--- src/rtl/axi_lite_regfile_slave.sv ---
// AXI-Lite register-file slave: NUM_REGS x 8-bit R/W registers plus a read-only ID register.
// AW and W are captured independently; a write commits once both are held and no response is pending.
module axi_lite_regfile_slave #(
  parameter int unsigned NUM_REGS = 15,
  parameter logic [3:0]  ID_ADDR  = 4'd15,
  parameter logic [7:0]  ID_VALUE = 8'hA5
) (
  input  logic       clk,
  input  logic       rst,
  input  logic [3:0] read_address,
  input  logic       AR_VALID,
  output logic       AR_READY,
  output logic [7:0] data_read,
  output logic       R_VALID,
  input  logic       R_READY,
  input  logic [3:0] write_address,
  input  logic       AW_VALID,
  output logic       AW_READY,
  input  logic [7:0] data_write,
  input  logic       W_VALID,
  output logic       W_READY,
  output logic       B_VALID,
  output logic [3:0] BRESPONSE,
  input  logic       B_READY
);

  typedef enum logic [3:0] {
    RESP_OKAY   = 4'd0,
    RESP_SLVERR = 4'd2,
    RESP_DECERR = 4'd3
  } resp_e;

  logic       aw_full_q, aw_full_d;
  logic [3:0] aw_addr_q, aw_addr_d;
  logic       w_full_q, w_full_d;
  logic [7:0] w_data_q, w_data_d;
  logic       b_valid_q, b_valid_d;
  resp_e      bresp_q, bresp_d;
  logic       r_valid_q, r_valid_d;
  logic [7:0] rdata_q, rdata_d;
  logic [7:0] regs_q [NUM_REGS];
  logic [7:0] regs_d [NUM_REGS];

  logic       commit;
  logic       aw_hit;
  logic       ar_hit;
  logic [7:0] ar_reg;

  assign AW_READY  = !aw_full_q;
  assign W_READY   = !w_full_q;
  assign AR_READY  = !r_valid_q;
  assign B_VALID   = b_valid_q;
  assign BRESPONSE = bresp_q;
  assign R_VALID   = r_valid_q;
  assign data_read = rdata_q;

  assign commit = aw_full_q && w_full_q && !b_valid_q;

  // Exact-compare decode; the ID address never aliases a R/W register.
  always_comb begin
    aw_hit = 1'b0;
    ar_hit = 1'b0;
    ar_reg = '0;
    for (int unsigned i = 0; i < NUM_REGS; i++) begin
      if (aw_addr_q == 4'(i)) aw_hit = 1'b1;
      if (read_address == 4'(i)) begin
        ar_hit = 1'b1;
        ar_reg = regs_q[i];
      end
    end
    if (aw_addr_q == ID_ADDR)    aw_hit = 1'b0;
    if (read_address == ID_ADDR) ar_hit = 1'b0;
  end

  always_comb begin
    aw_full_d = aw_full_q;
    aw_addr_d = aw_addr_q;
    w_full_d  = w_full_q;
    w_data_d  = w_data_q;
    b_valid_d = b_valid_q;
    bresp_d   = bresp_q;
    r_valid_d = r_valid_q;
    rdata_d   = rdata_q;
    regs_d    = regs_q;

    if (AW_VALID && !aw_full_q) begin
      aw_full_d = 1'b1;
      aw_addr_d = write_address;
    end
    if (W_VALID && !w_full_q) begin
      w_full_d = 1'b1;
      w_data_d = data_write;
    end

    // commit requires both holders full, so it never collides with a capture above
    if (commit) begin
      aw_full_d = 1'b0;
      w_full_d  = 1'b0;
      b_valid_d = 1'b1;
      if (aw_hit) begin
        bresp_d = RESP_OKAY;
        for (int unsigned i = 0; i < NUM_REGS; i++) begin
          if (aw_addr_q == 4'(i)) regs_d[i] = w_data_q;
        end
      end else if (aw_addr_q == ID_ADDR) begin
        bresp_d = RESP_SLVERR;
      end else begin
        bresp_d = RESP_DECERR;
      end
    end else if (b_valid_q && B_READY) begin
      b_valid_d = 1'b0;
      bresp_d   = RESP_OKAY;
    end

    if (AR_VALID && !r_valid_q) begin
      r_valid_d = 1'b1;
      if (read_address == ID_ADDR) rdata_d = ID_VALUE;
      else if (ar_hit)             rdata_d = ar_reg;
      else                         rdata_d = '0;
    end else if (r_valid_q && R_READY) begin
      r_valid_d = 1'b0;
      rdata_d   = '0;
    end
  end

  always_ff @(posedge clk) begin
    if (rst) begin
      aw_full_q <= 1'b0;
      aw_addr_q <= '0;
      w_full_q  <= 1'b0;
      w_data_q  <= '0;
      b_valid_q <= 1'b0;
      bresp_q   <= RESP_OKAY;
      r_valid_q <= 1'b0;
      rdata_q   <= '0;
      regs_q    <= '{default: '0};
    end else begin
      aw_full_q <= aw_full_d;
      aw_addr_q <= aw_addr_d;
      w_full_q  <= w_full_d;
      w_data_q  <= w_data_d;
      b_valid_q <= b_valid_d;
      bresp_q   <= bresp_d;
      r_valid_q <= r_valid_d;
      rdata_q   <= rdata_d;
      regs_q    <= regs_d;
    end
  end

endmodule

--- config.mk ---
export PLATFORM = sky130hd
export DESIGN_NAME = axi_lite_regfile_slave
export DESIGN_NICKNAME = d
export VERILOG_FILES = /design/src/rtl/axi_lite_regfile_slave.sv
export SDC_FILE = /design/constraint.sdc
export NUM_CORES = 1
export LEC_CHECK = 0
export CORE_MARGIN = 4
export CORE_UTILIZATION = 57
export CTS_BUF_LIST = sky130_fd_sc_hd__clkbuf_2 sky130_fd_sc_hd__clkbuf_4 sky130_fd_sc_hd__clkbuf_8
export DETAILED_ROUTE_END_ITERATION = 12
export HOLD_SLACK_MARGIN = 0.03
export PLACE_DENSITY = 0.77
export SLEW_MARGIN = 40
export SYNTH_ARGS = -nofsm -noshare
export SYNTH_HDL_FRONTEND = slang
export SYNTH_SLANG_ARGS = --single-unit
--- constraint.sdc ---
create_clock -name clk -period 6.25 [get_ports clk]
set_clock_uncertainty 0.2 [all_clocks]
set_input_delay 1.5625 -clock clk [delete_from_list [all_inputs] [get_ports clk]]
set_output_delay 1.5625 -clock clk [all_outputs]
set_load 0.02 [all_outputs]
==> key figures, run 1 <==
Run
  • Number of max-cap violations: 0

STA
  • Period minus WS final: 3.850 ns
  • Worst-margin pin slew: 0.8714 ns
  • Hold Vio Cnt, Final: 0
  • Setup ws final: 2.400 ns
  • Setup-failing EPs final: 0
  • Fin crit share: 61.60%
  • Max Freq: 259.8 MHz
  • Slew HR: 41.83%
  • Hold slack: 0.2372 ns
  • RSZ-0062 raised after global routing: no
  • Total Neg Setup Slack: 0 ns
  • Max-slew violations: 0

Route
  • Routed vias: 5660
  • Iteration-0 DRC count of the detailed router: 529
  • Uppermost layer routed: met4
  • WL met3: 1774 um
  • DR pass1 iterations: 5
  • Routed len/inst: 20.99 um
  • Post-route ant nets: 0
  • M1 WL: 8210 um
  • Routed vias/inst: 6.172
  • # DRC: 0
  • Final WL: 19250 um
  • Met2 wire len: 8582 um

Floorplanning
  • Die Wd: 116.6 um
  • # IOs: 40
  • Row count: 39
  • Die height: 116.6 um
  • Initial core utilization: 58.67%
  • Die area: 0.01360 mm^2
  • Core area: 0.01147 mm^2

Final layout
  • Layout cells sized above 1: 8.527%
  • # nets final: 784
  • Cell area after layout: 0.007503 mm^2
  • Area growth, synth to finish: 11.53%
  • Final Util: 65.43%
  • FILL cells: 929
  • Antenna Cells: 0

Clocking
  • Worst-path clk slew: 0.08 ns
  • Clk_lat worst skew: 0.48 ns
  • CTS root buf: clkbuf_8
  • Cts repair resizes: 0
  • Max clock buf depth: 2
  • TritonCTS Buffers: 17
  • Depth of the CTS H-tree: 4
  • CTS tree: yes
  • CTS sink cnt: 146
  • Hold_buf cts: 0
  • Post-CTS Setup Repair Bufs: 0

Synth
  • Area share of the largest cell type after synthesis: 43.44%
  • Top-count cell post-synth: nor2_1
  • Register area share after synthesis: 43.44%
  • Largest family of logic cells by synthesized area: multiplexers
  • Post-synthesis compound-gate area fraction: 11.81%
  • #FFs+latches synth: 146
  • EDFF count, synth: 0
  • Dominant synthesized flop cell: dfxtp_1
  • Post-Synth XOR/XNOR Area: 0%
  • Post-Synth Adder-Cell Area: 0%
  • Synth cell count leaders: 157 x nor2_1, 146 x dfxtp_1, 137 x mux2i_1
  • Synth async-reset ratio: 0%
  • Netlist cell types: 56
  • Mux cell area share after synthesis: 21.55%
  • Syn Std Cell Area: 0.006728 mm^2
  • Ys Warns: 0
  • Synth Area in Simple Gates: 18.86%
  • Cell taking the most area after synthesis: dfxtp_1
  • Post-Syn Instances: 754
  • Area contributors post-synth: dfxtp_1 43%, mux2i_1 20%, nor2_1 8.8%, a21oi_1 3.9%, clkbuf_1 2.0%
  • Avg Cell Area, Syn: 8.923 um^2

Placement
  • IO buf count: 37
  • Place WS: 1.908 ns
  • Hpwl dp: 13140 um
  • Placed cell area: 0.007077 mm^2
  • Gp weighted congestion: 1.029

Global routing
  • Global-route wire length before repair: 30290 um
  • Largest net degree at the start of global routing: 77
  • Remaining global-route overflow: 0
  • Initial antenna violation count: 0
  • Number of global-route vias before repair: 5473
  • GRT Util Overall: 29.86%

Worst setup path
  • Crit path buf inv count: 1
  • CP Cell Sequence: clkdlybuf4s50_1, nor3b_2, a21oi_1, o32ai_1, a211oi_1, a2111oi_1
  • Crit Path Category: primary input to flop
  • CP top delay family: buffers and inverters
  • Crit end category: flop
  • Critical-path top delay cell: clkdlybuf4s50_1
  • CP peak stage delay: 0.98 ns
  • Critical path fanouts, max: 20
  • CP Launch Type: primary input
  • CP arrival: 4.02 ns
  • WP data required: 6.42 ns

Outcome
  • Status: completed

Pwr
  • Pwr per Cell Area: 256.5 mW/mm^2
  • Maximum vdd drop: 0.2138 mV
  • Leak pwr: 0.002770 uW

Worst hold path
  • Tightest Hold Check Type: flop to flop
==> sequential cells by signal, indices dropped and copies added, names as in the netlist <==
register / flops
w_full_q: 1
aw_addr_q: 4
R_VALID: 1
aw_full_q: 1
BRESPONSE: 2
B_VALID: 1
regs_q: 120
w_data_q: 8
data_read: 8
==> final timing paths <==
check,to,depth (start not counted),start,slack [ns]
min,BRESPONSE[0],2,BRESPONSE[0],0.24
max,data_read[7],6,read_address[2],2.40
max reg2reg,regs_q[34],6,w_full_q,3.80
min reg2reg,BRESPONSE[0],2,BRESPONSE[0],0.24
==> routing by layer <==
metal / up-vias / track usage (%)
li1: 2631 / -
met1: 2704 / 39.83
met2: 271 / 44.85
met3: 54 / 8.187
met4: 0 / 14.45
met5: - / 0
==> where the power goes <==
part	leakage (uW)	internal, uW	switching (uW)
clock	0.000213	427	372
sequential	0.00118	940	31.5
combinational	0.00138	58.7	96.3
==> metrics by stage <==
| step | instances | power, uW |
|---|---|---|
| 2_1_floorplan | 755 | 1084 |
| 3_3_place_gp | 885 | 1142 |
| 3_5_place_dp | 885 | 1145 |
| 4_1_cts | 917 | 1931 |
| 5_1_grt | 917 | 1990 |
| 6_report | 917 | 1925 |
==> cells in the final DEF, fill, tap and decap left out, drive strengths merged, types with 3 or more instances in the layout <==
master	count
a211oi	7
o22ai	14
o21ai	18
nor2	165
nor2b	13
dfxtp	146
nor3	10
bufinv	3
a21o	4
nor3b	3
clkinv	5
nand2b	13
nand2	34
or3	3
clkbuf	21
nand3b	8
a22o	3
a21oi	52
clkdlybuf4s50	34
mux2	3
a221oi	3
nand3	12
inv	9
buf	11
mux2i	137
or2	3
==> cell families (layout without fill, tap and decap cells) <==
kind of cell           Yosys count  in the layout
and+or+nand+nor                272            272
AOI/OAI and AO/OA              127            127
DFF                            146            146
other                            1              2
muxes                          142            142
buffers and inverters           66             85
==> worst min-delay path: cells and delay by family (launching register included) <==
family	cells	cell delay (ns)
DFF	1	0.31
and+or+nand+nor	2	0.08
==> layout make-up <==
class,instances,area [um^2],area share (%)
inverters,8,30.03,0.4002
multi-input cells,543,3521,46.92
well taps,143,178.9,2.385
clock inverters,11,153.9,2.051
repair buffers,45,417.9,5.569
flip-flops and latches,146,2925,38.99
clock buffers,21,276.5,3.685
(Power assumes the default switching activity.)
==> run 2: changes to the inputs <==
clock period = 3.8 ns   (was 6.25 ns; I/O delays follow)
==> run 2 against run 1 <==
Compared with the run above: power is 63% higher; clock power grew 59%; cell count grew 0.87%; register-to-register slack lost 2.4 ns; sequential power grew 64%; combinational power rose by 71%; core utilization rose by 0.71 points; cell area increased by 1.1%; first-iteration DRC count shrank 2.6%; routed wire length down 1.4%; global-route usage is 0.48 points lower; critical endpoint is now data_read[0].
==> key figures, run 2 (synthesis gave the netlist of run 1 again) <==
Clocking
  • Post-CTS Setup Repair Bufs: 0 (unchanged)
  • TritonCTS Buffers: 17 (unchanged)
  • Clk_lat worst skew: 0.45 ns (was 0.48 ns)
  • CTS root buf: clkbuf_8 (unchanged)
  • Worst-path clk slew: 0.08 ns (about the same)
  • Depth of the CTS H-tree: 4 (unchanged)
  • Cts repair resizes: 0 (unchanged)
  • Hold_buf cts: 0 (unchanged)
  • CTS sink cnt: 146 (unchanged)
  • CTS tree: yes (unchanged)
  • Max clock buf depth: 2 (unchanged)

STA
  • Setup-failing EPs final: 0 (unchanged)
  • RSZ-0062 raised after global routing: no (unchanged)
  • Fin crit share: 76.94%
  • Total Neg Setup Slack: 0 ns (unchanged)
  • Slew HR: 44.02% (was 41.83%)
  • Max Freq: 342.0 MHz
  • Worst-margin pin slew: 0.8386 ns (was 0.8714 ns)
  • Period minus WS final: 2.924 ns
  • Max-slew violations: 0 (unchanged)
  • Hold Vio Cnt, Final: 0 (unchanged)

Placement
  • IO buf count: 37 (unchanged)
  • Gp weighted congestion: 0.9932 (was 1.029)
  • Hpwl dp: 13470 um (was 13140 um)

Worst setup path
  • Reg-to-reg setup timing slack: 1.40 ns (was 3.80 ns)
  • RR Startpoint: B_VALID (was w_full_q)
  • CP Cell Sequence: clkdlybuf4s50_1, nand2b_1, a211oi_1, o21ai_0, a22o_1, a221oi_1 (was clkdlybuf4s50_1, nor3b_2, a21oi_1, o32ai_1, a211oi_1, a2111oi_1)
  • Crit path buf inv count: 1 (unchanged)
  • Crit end category: flop (unchanged)
  • CP top delay family: compound AO/OA/AOI/OAI gates (was buffers and inverters)
  • WP data required: 3.96 ns (was 6.42 ns)
  • Critical path fanouts, max: 13 (was 20)
  • RR Endpoint: regs_q[38] (was regs_q[34])
  • CP arrival: 3.08 ns (was 4.02 ns)
  • CP Launch Type: primary input (unchanged)
  • Crit Path Category: primary input to flop (unchanged)
  • Critical-path top delay cell: clkdlybuf4s50_1 (unchanged)
  • CP peak stage delay: 0.64 ns (was 0.98 ns)
  • Reg2reg path depth: 6 (unchanged)

Route
  • Final WL: 18980 um (was 19250 um)
  • Routed len/inst: 20.52 um (was 20.99 um)
  • DR pass1 iterations: 5 (unchanged)
  • Post-route ant nets: 0 (unchanged)
  • Routed vias: 5618 (was 5660)
  • Iteration-0 DRC count of the detailed router: 515 (was 529)
  • # DRC: 0 (unchanged)
  • Routed vias/inst: 6.074 (was 6.172)

Worst hold path
  • Min-delay src: regs_q[102] (was BRESPONSE[0])
  • Hold Path Sink: regs_q[102] (was BRESPONSE[0])
  • Tightest Hold Check Type: flop to flop (unchanged)
  • Hold depth: 2 (unchanged)

Floorplanning
  • Die area: 0.01360 mm^2 (unchanged)
  • Die Wd: 116.6 um (unchanged)
  • # IOs: 40 (unchanged)
  • Row count: 39 (unchanged)
  • Core area: 0.01147 mm^2 (unchanged)
  • Initial core utilization: 58.67% (unchanged)
  • Die height: 116.6 um (unchanged)

Global routing
  • Remaining global-route overflow: 0 (unchanged)
  • GRT Util Overall: 29.38% (was 29.86%)
  • Largest net degree at the start of global routing: 84 (was 77)
  • Initial antenna violation count: 0 (unchanged)
  • Number of global-route vias before repair: 5538 (was 5473)
  • Global-route wire length before repair: 30060 um (was 30290 um)

Final layout
  • # nets final: 793 (was 784)
  • Antenna Cells: 0 (unchanged)
  • Most frequent cells in the layout: 157 x nor2_1, 145 x dfxtp_1, 137 x mux2i_1 (was 157 x nor2_1, 144 x dfxtp_1, 137 x mux2i_1)
  • Max reg flops: 120 (unchanged)
  • Most flop-heavy register: regs_q (unchanged)
  • Area growth, synth to finish: 12.74% (was 11.53%)
  • Layout cells sized above 1: 9.207% (was 8.527%)
  • Final Util: 66.14% (was 65.43%)
  • Most common cell after layout, fill and taps aside: nor2_1 (unchanged)

Pwr
  • Leak pwr: 0.002815 uW (was 0.002770 uW)
  • Maximum vdd drop: 0.4645 mV (was 0.2138 mV)
  • Pwr per Cell Area: 412.9 mW/mm^2 (was 256.5 mW/mm^2)
  • Power Total: 3132 uW (was 1925 uW)

Run
  • Number of max-cap violations: 0 (unchanged)

Outcome
  • Status: completed (unchanged)
-- run 2: layout make-up --
class,count,area (um^2)
well taps,143,178.9
multi-input cells,543,3521
clock buffers,22,284.0
clock inverters,9,131.4
inverters,8,30.03
repair buffers,54,515.5
fillers,970,3882
flip-flops and latches,146,2924
-- run 2: how the worst max path moves through the flow --
stage / start / endpoint / slack [ns] / cells after the start
2_1_floorplan: read_address[0] / data_read[7] / 1.33 / 7
3_3_place_gp: read_address[3] / data_read[7] / 0.53 / 6
3_5_place_dp: read_address[3] / data_read[7] / 0.47 / 6
4_1_cts: read_address[3] / data_read[7] / 0.95 / 6
5_1_grt: read_address[3] / data_read[0] / 0.77 / 6
6_report: read_address[3] / data_read[0] / 0.88 / 6
-- run 2: tightest hold or removal path: stages, from the launching register on --
cell and delay, ns:
dfxtp_1 0.31, nand2_1 0.05, a21oi_1 0.06
-- run 2: stage by stage --
step                hold WS (ns)  instances  worst slack [ns]  cell area [um^2]
floorplan                 0.2318        755             1.326              6731
global placement          0.2240        893            0.5265              7148
detailed placement        0.2454        893            0.4734              7148
CTS                       0.2558        924            0.9519              7564
global route              0.2761        925            0.7651              7585
finish                    0.2650        925            0.8763              7585
-- run 2: power by group --
part	leakage (uW)	internal [uW]	switching, uW
combinational	0.00143	106	159
sequential	0.00118	1550	49.2
clock	0.000205	700	572
total	0.00281	2350	780
-- run 2: routing by layer --
metal  vias up  global-route usage (%)  part of all wire (%)
met4         0                   14.83                   3.6
met5         -                       0                     0
met2       229                   45.84                    45
li1       2644                       -                     -
met3        46                   6.373                   7.3
met1      2699                   38.48                    44
==> run 3: changes to the inputs <==
clock period = 2.7 ns   (was 3.8 ns; I/O delays follow)
==> run 3 against run 2 <==
Compared with the run above: setup slack got worse by 0.64 ns; critical path depth rose by 2; die area is the same; cell area up 2.6%; global-route usage about the same; first-iteration DRC count up 6.6%; sequential power increased by 42%; flip-flop and latch count is the same; critical path type unchanged.
==> key figures, run 3 (synthesis gave the netlist of run 1 again) <==
Outcome
  • Status: completed (unchanged)

Pwr
  • Comb power frac: 9.5% (was 8.5%)
  • Sw power: 1122 uW (was 779.9 uW)
  • Sw frac: 26.38% (was 24.90%)
  • Leak pwr: 0.002951 uW (was 0.002815 uW)
  • Sequential share of power: 52.8% (was 50.9%)
  • Maximum vdd drop: 0.5779 mV (was 0.4645 mV)
  • Clock power frac: 37.7% (was 40.6%)
  • Int Pwr: 3132 uW (was 2352 uW)
  • Pwr per Cell Area: 546.9 mW/mm^2 (was 412.9 mW/mm^2)
  • Power Total: 4254 uW (was 3132 uW)

STA
  • Setup-failing EPs final: 0 (unchanged)
  • Max Freq: 406.1 MHz
  • Hold slack: 0.2439 ns (was 0.2650 ns)
  • Hold Vio Cnt, Final: 0 (unchanged)
  • Fin crit share: 91.20%
  • Max-slew violations: 0 (unchanged)
  • RSZ-0062 raised after global routing: no (unchanged)
  • Period minus WS final: 2.462 ns
  • Slew HR: 42.45% (was 44.02%)
  • Worst-margin pin slew: 0.8620 ns (was 0.8386 ns)

Clocking
  • Post-CTS Setup Repair Bufs: 0 (unchanged)
  • CTS root buf: clkbuf_8 (unchanged)
  • Max clock buf depth: 2 (unchanged)
  • Depth of the CTS H-tree: 4 (unchanged)
  • CTS tree: yes (unchanged)
  • TritonCTS Buffers: 17 (unchanged)
  • Clk_lat worst skew: 0.47 ns (was 0.45 ns)
  • Worst-path clk slew: 0.08 ns (about the same)
  • CTS sink cnt: 146 (unchanged)
  • Cts repair resizes: 0 (unchanged)
  • Hold_buf cts: 0 (unchanged)

Route
  • Final WL: 19170 um (was 18980 um)
  • DR pass1 iterations: 5 (unchanged)
  • Post-route ant nets: 0 (unchanged)
  • Iteration-0 DRC count of the detailed router: 549 (was 515)
  • Routed len/inst: 20.03 um (was 20.52 um)
  • Routed vias: 5772 (was 5618)
  • Routed vias/inst: 6.031 (was 6.074)
  • # DRC: 0 (unchanged)

Global routing
  • Number of global-route vias before repair: 5621 (was 5538)
  • Global-route wire length before repair: 29980 um (was 30060 um)
  • Initial antenna violation count: 0 (unchanged)
  • Remaining global-route overflow: 0 (unchanged)
  • GRT Util Overall: 29.37% (was 29.38%)
  • Largest net degree at the start of global routing: 73 (was 84)

Final layout
  • Max reg flops: 120 (unchanged)
  • Most frequent cells in the layout: 157 x nor2_1, 145 x dfxtp_1, 137 x mux2i_1 (unchanged)
  • Final Util: 67.83% (was 66.14%)
  • Antenna Cells: 0 (unchanged)
  • Layout cells sized above 1: 12.78% (was 9.207%)
  • Most flop-heavy register: regs_q (unchanged)
  • FILL cells: 942 (was 970)
  • Most common cell after layout, fill and taps aside: nor2_1 (unchanged)
  • # nets final: 826 (was 793)
  • Area growth, synth to finish: 15.62% (was 12.74%)

Worst hold path
  • Min-delay src: BRESPONSE[0] (was regs_q[102])
  • Tightest Hold Check Type: flop to flop (unchanged)

Floorplanning
  • Die Wd: 116.6 um (unchanged)
  • Core area: 0.01147 mm^2 (unchanged)
  • Row count: 39 (unchanged)
  • # IOs: 40 (unchanged)
  • Die height: 116.6 um (unchanged)
  • Die area: 0.01360 mm^2 (unchanged)
  • Initial core utilization: 58.67% (unchanged)

Worst setup path
  • Worst path most repeated cell: buf_4
  • CP Cell Sequence: clkdlybuf4s50_1, buf_4, nand2_1, buf_4, nor4_1, a21oi_1, o22ai_1, a21o_1 (was clkdlybuf4s50_1, nand2b_1, a211oi_1, o21ai_0, a22o_1, a221oi_1)
  • CP top delay family: buffers and inverters (was compound AO/OA/AOI/OAI gates)
  • WP data required: 2.92 ns (was 3.96 ns)
  • Reg-to-reg setup timing slack: 0.25 ns (was 1.40 ns)
  • CP Launch Type: primary input (unchanged)
  • CP arrival: 2.68 ns (was 3.08 ns)
  • CP peak stage delay: 0.66 ns (was 0.64 ns)
  • RR Startpoint: B_VALID (unchanged)
  • Critical path fanouts, max: 10 (was 13)
  • Origin of the worst setup path: read_address[3] (unchanged)
  • Crit path buf inv count: 3 (was 1)
  • Crit end category: flop (unchanged)
  • Crit Path Category: primary input to flop (unchanged)
  • Critical-path top delay cell: clkdlybuf4s50_1 (unchanged)

Placement
  • Gp weighted congestion: 0.9640 (was 0.9932)
  • IO buf count: 37 (unchanged)
  • Hpwl dp: 13480 um (was 13470 um)

Run
  • Number of max-cap violations: 0 (unchanged)
run 3: final cells by class:
cell class	count	area, um^2	share of cell area (%)
timing repair buffer	87	763.2	9.812
clock inverter	10	86.33	1.110
multi-input combinational	543	3521	45.26
tap	143	178.9	2.300
inverter	8	30.03	0.3860
sequential	146	2924	37.59
clock buffer	20	275.3	3.539
run 3: tightest hold or removal path: stages (launching register included):
cell and delay [ns]:
dfxtp_1 0.32, nand2_1 0.05, nor3_1 0.04
run 3: routing by layer:
metal	vias to the layer above	wire [um]	track usage [%]	share of wire (%)
li1	2718	-	-	-
met1	2749	8004	37.96	42
met2	253	8705	46.07	45
met3	52	1846	9.119	9.6
met4	0	613	11.47	3.2
met5	-	0	0	0
run 3: final timing paths:
path,cells after the start,end
hold reg to reg,2,BRESPONSE[0]
setup reg to reg,5,regs_q[64]
hold / removal,2,BRESPONSE[0]
setup / recovery,8,data_read[2]
run 3: power by group through the flow:
stage / Clock, uW / Sequential [uW] / Combinational [uW]
global placement: 0 / 2290 / 396
detailed placement: 0 / 2290 / 398
CTS: 1630 / 2240 / 400
floorplan: 0 / 2250 / 255
finish: 1600 / 2250 / 405
global route: 1720 / 2250 / 434
run 3: per-stage QoR:
| step | instance area (um^2) | TNS, ns | setup WS [ns] | cells |
|---|---|---|---|---|
| after global placement | 7416 | -0.6844 | -0.1752 | 927 |
| after global routing | 7779 | 0 | 0.05064 | 957 |
| after detailed placement | 7416 | -0.7730 | -0.1789 | 927 |
| after floorplan | 6731 | 0 | 0.5014 | 755 |
| after CTS | 7777 | 0 | 0.2597 | 957 |
| final | 7779 | 0 | 0.2376 | 957 |
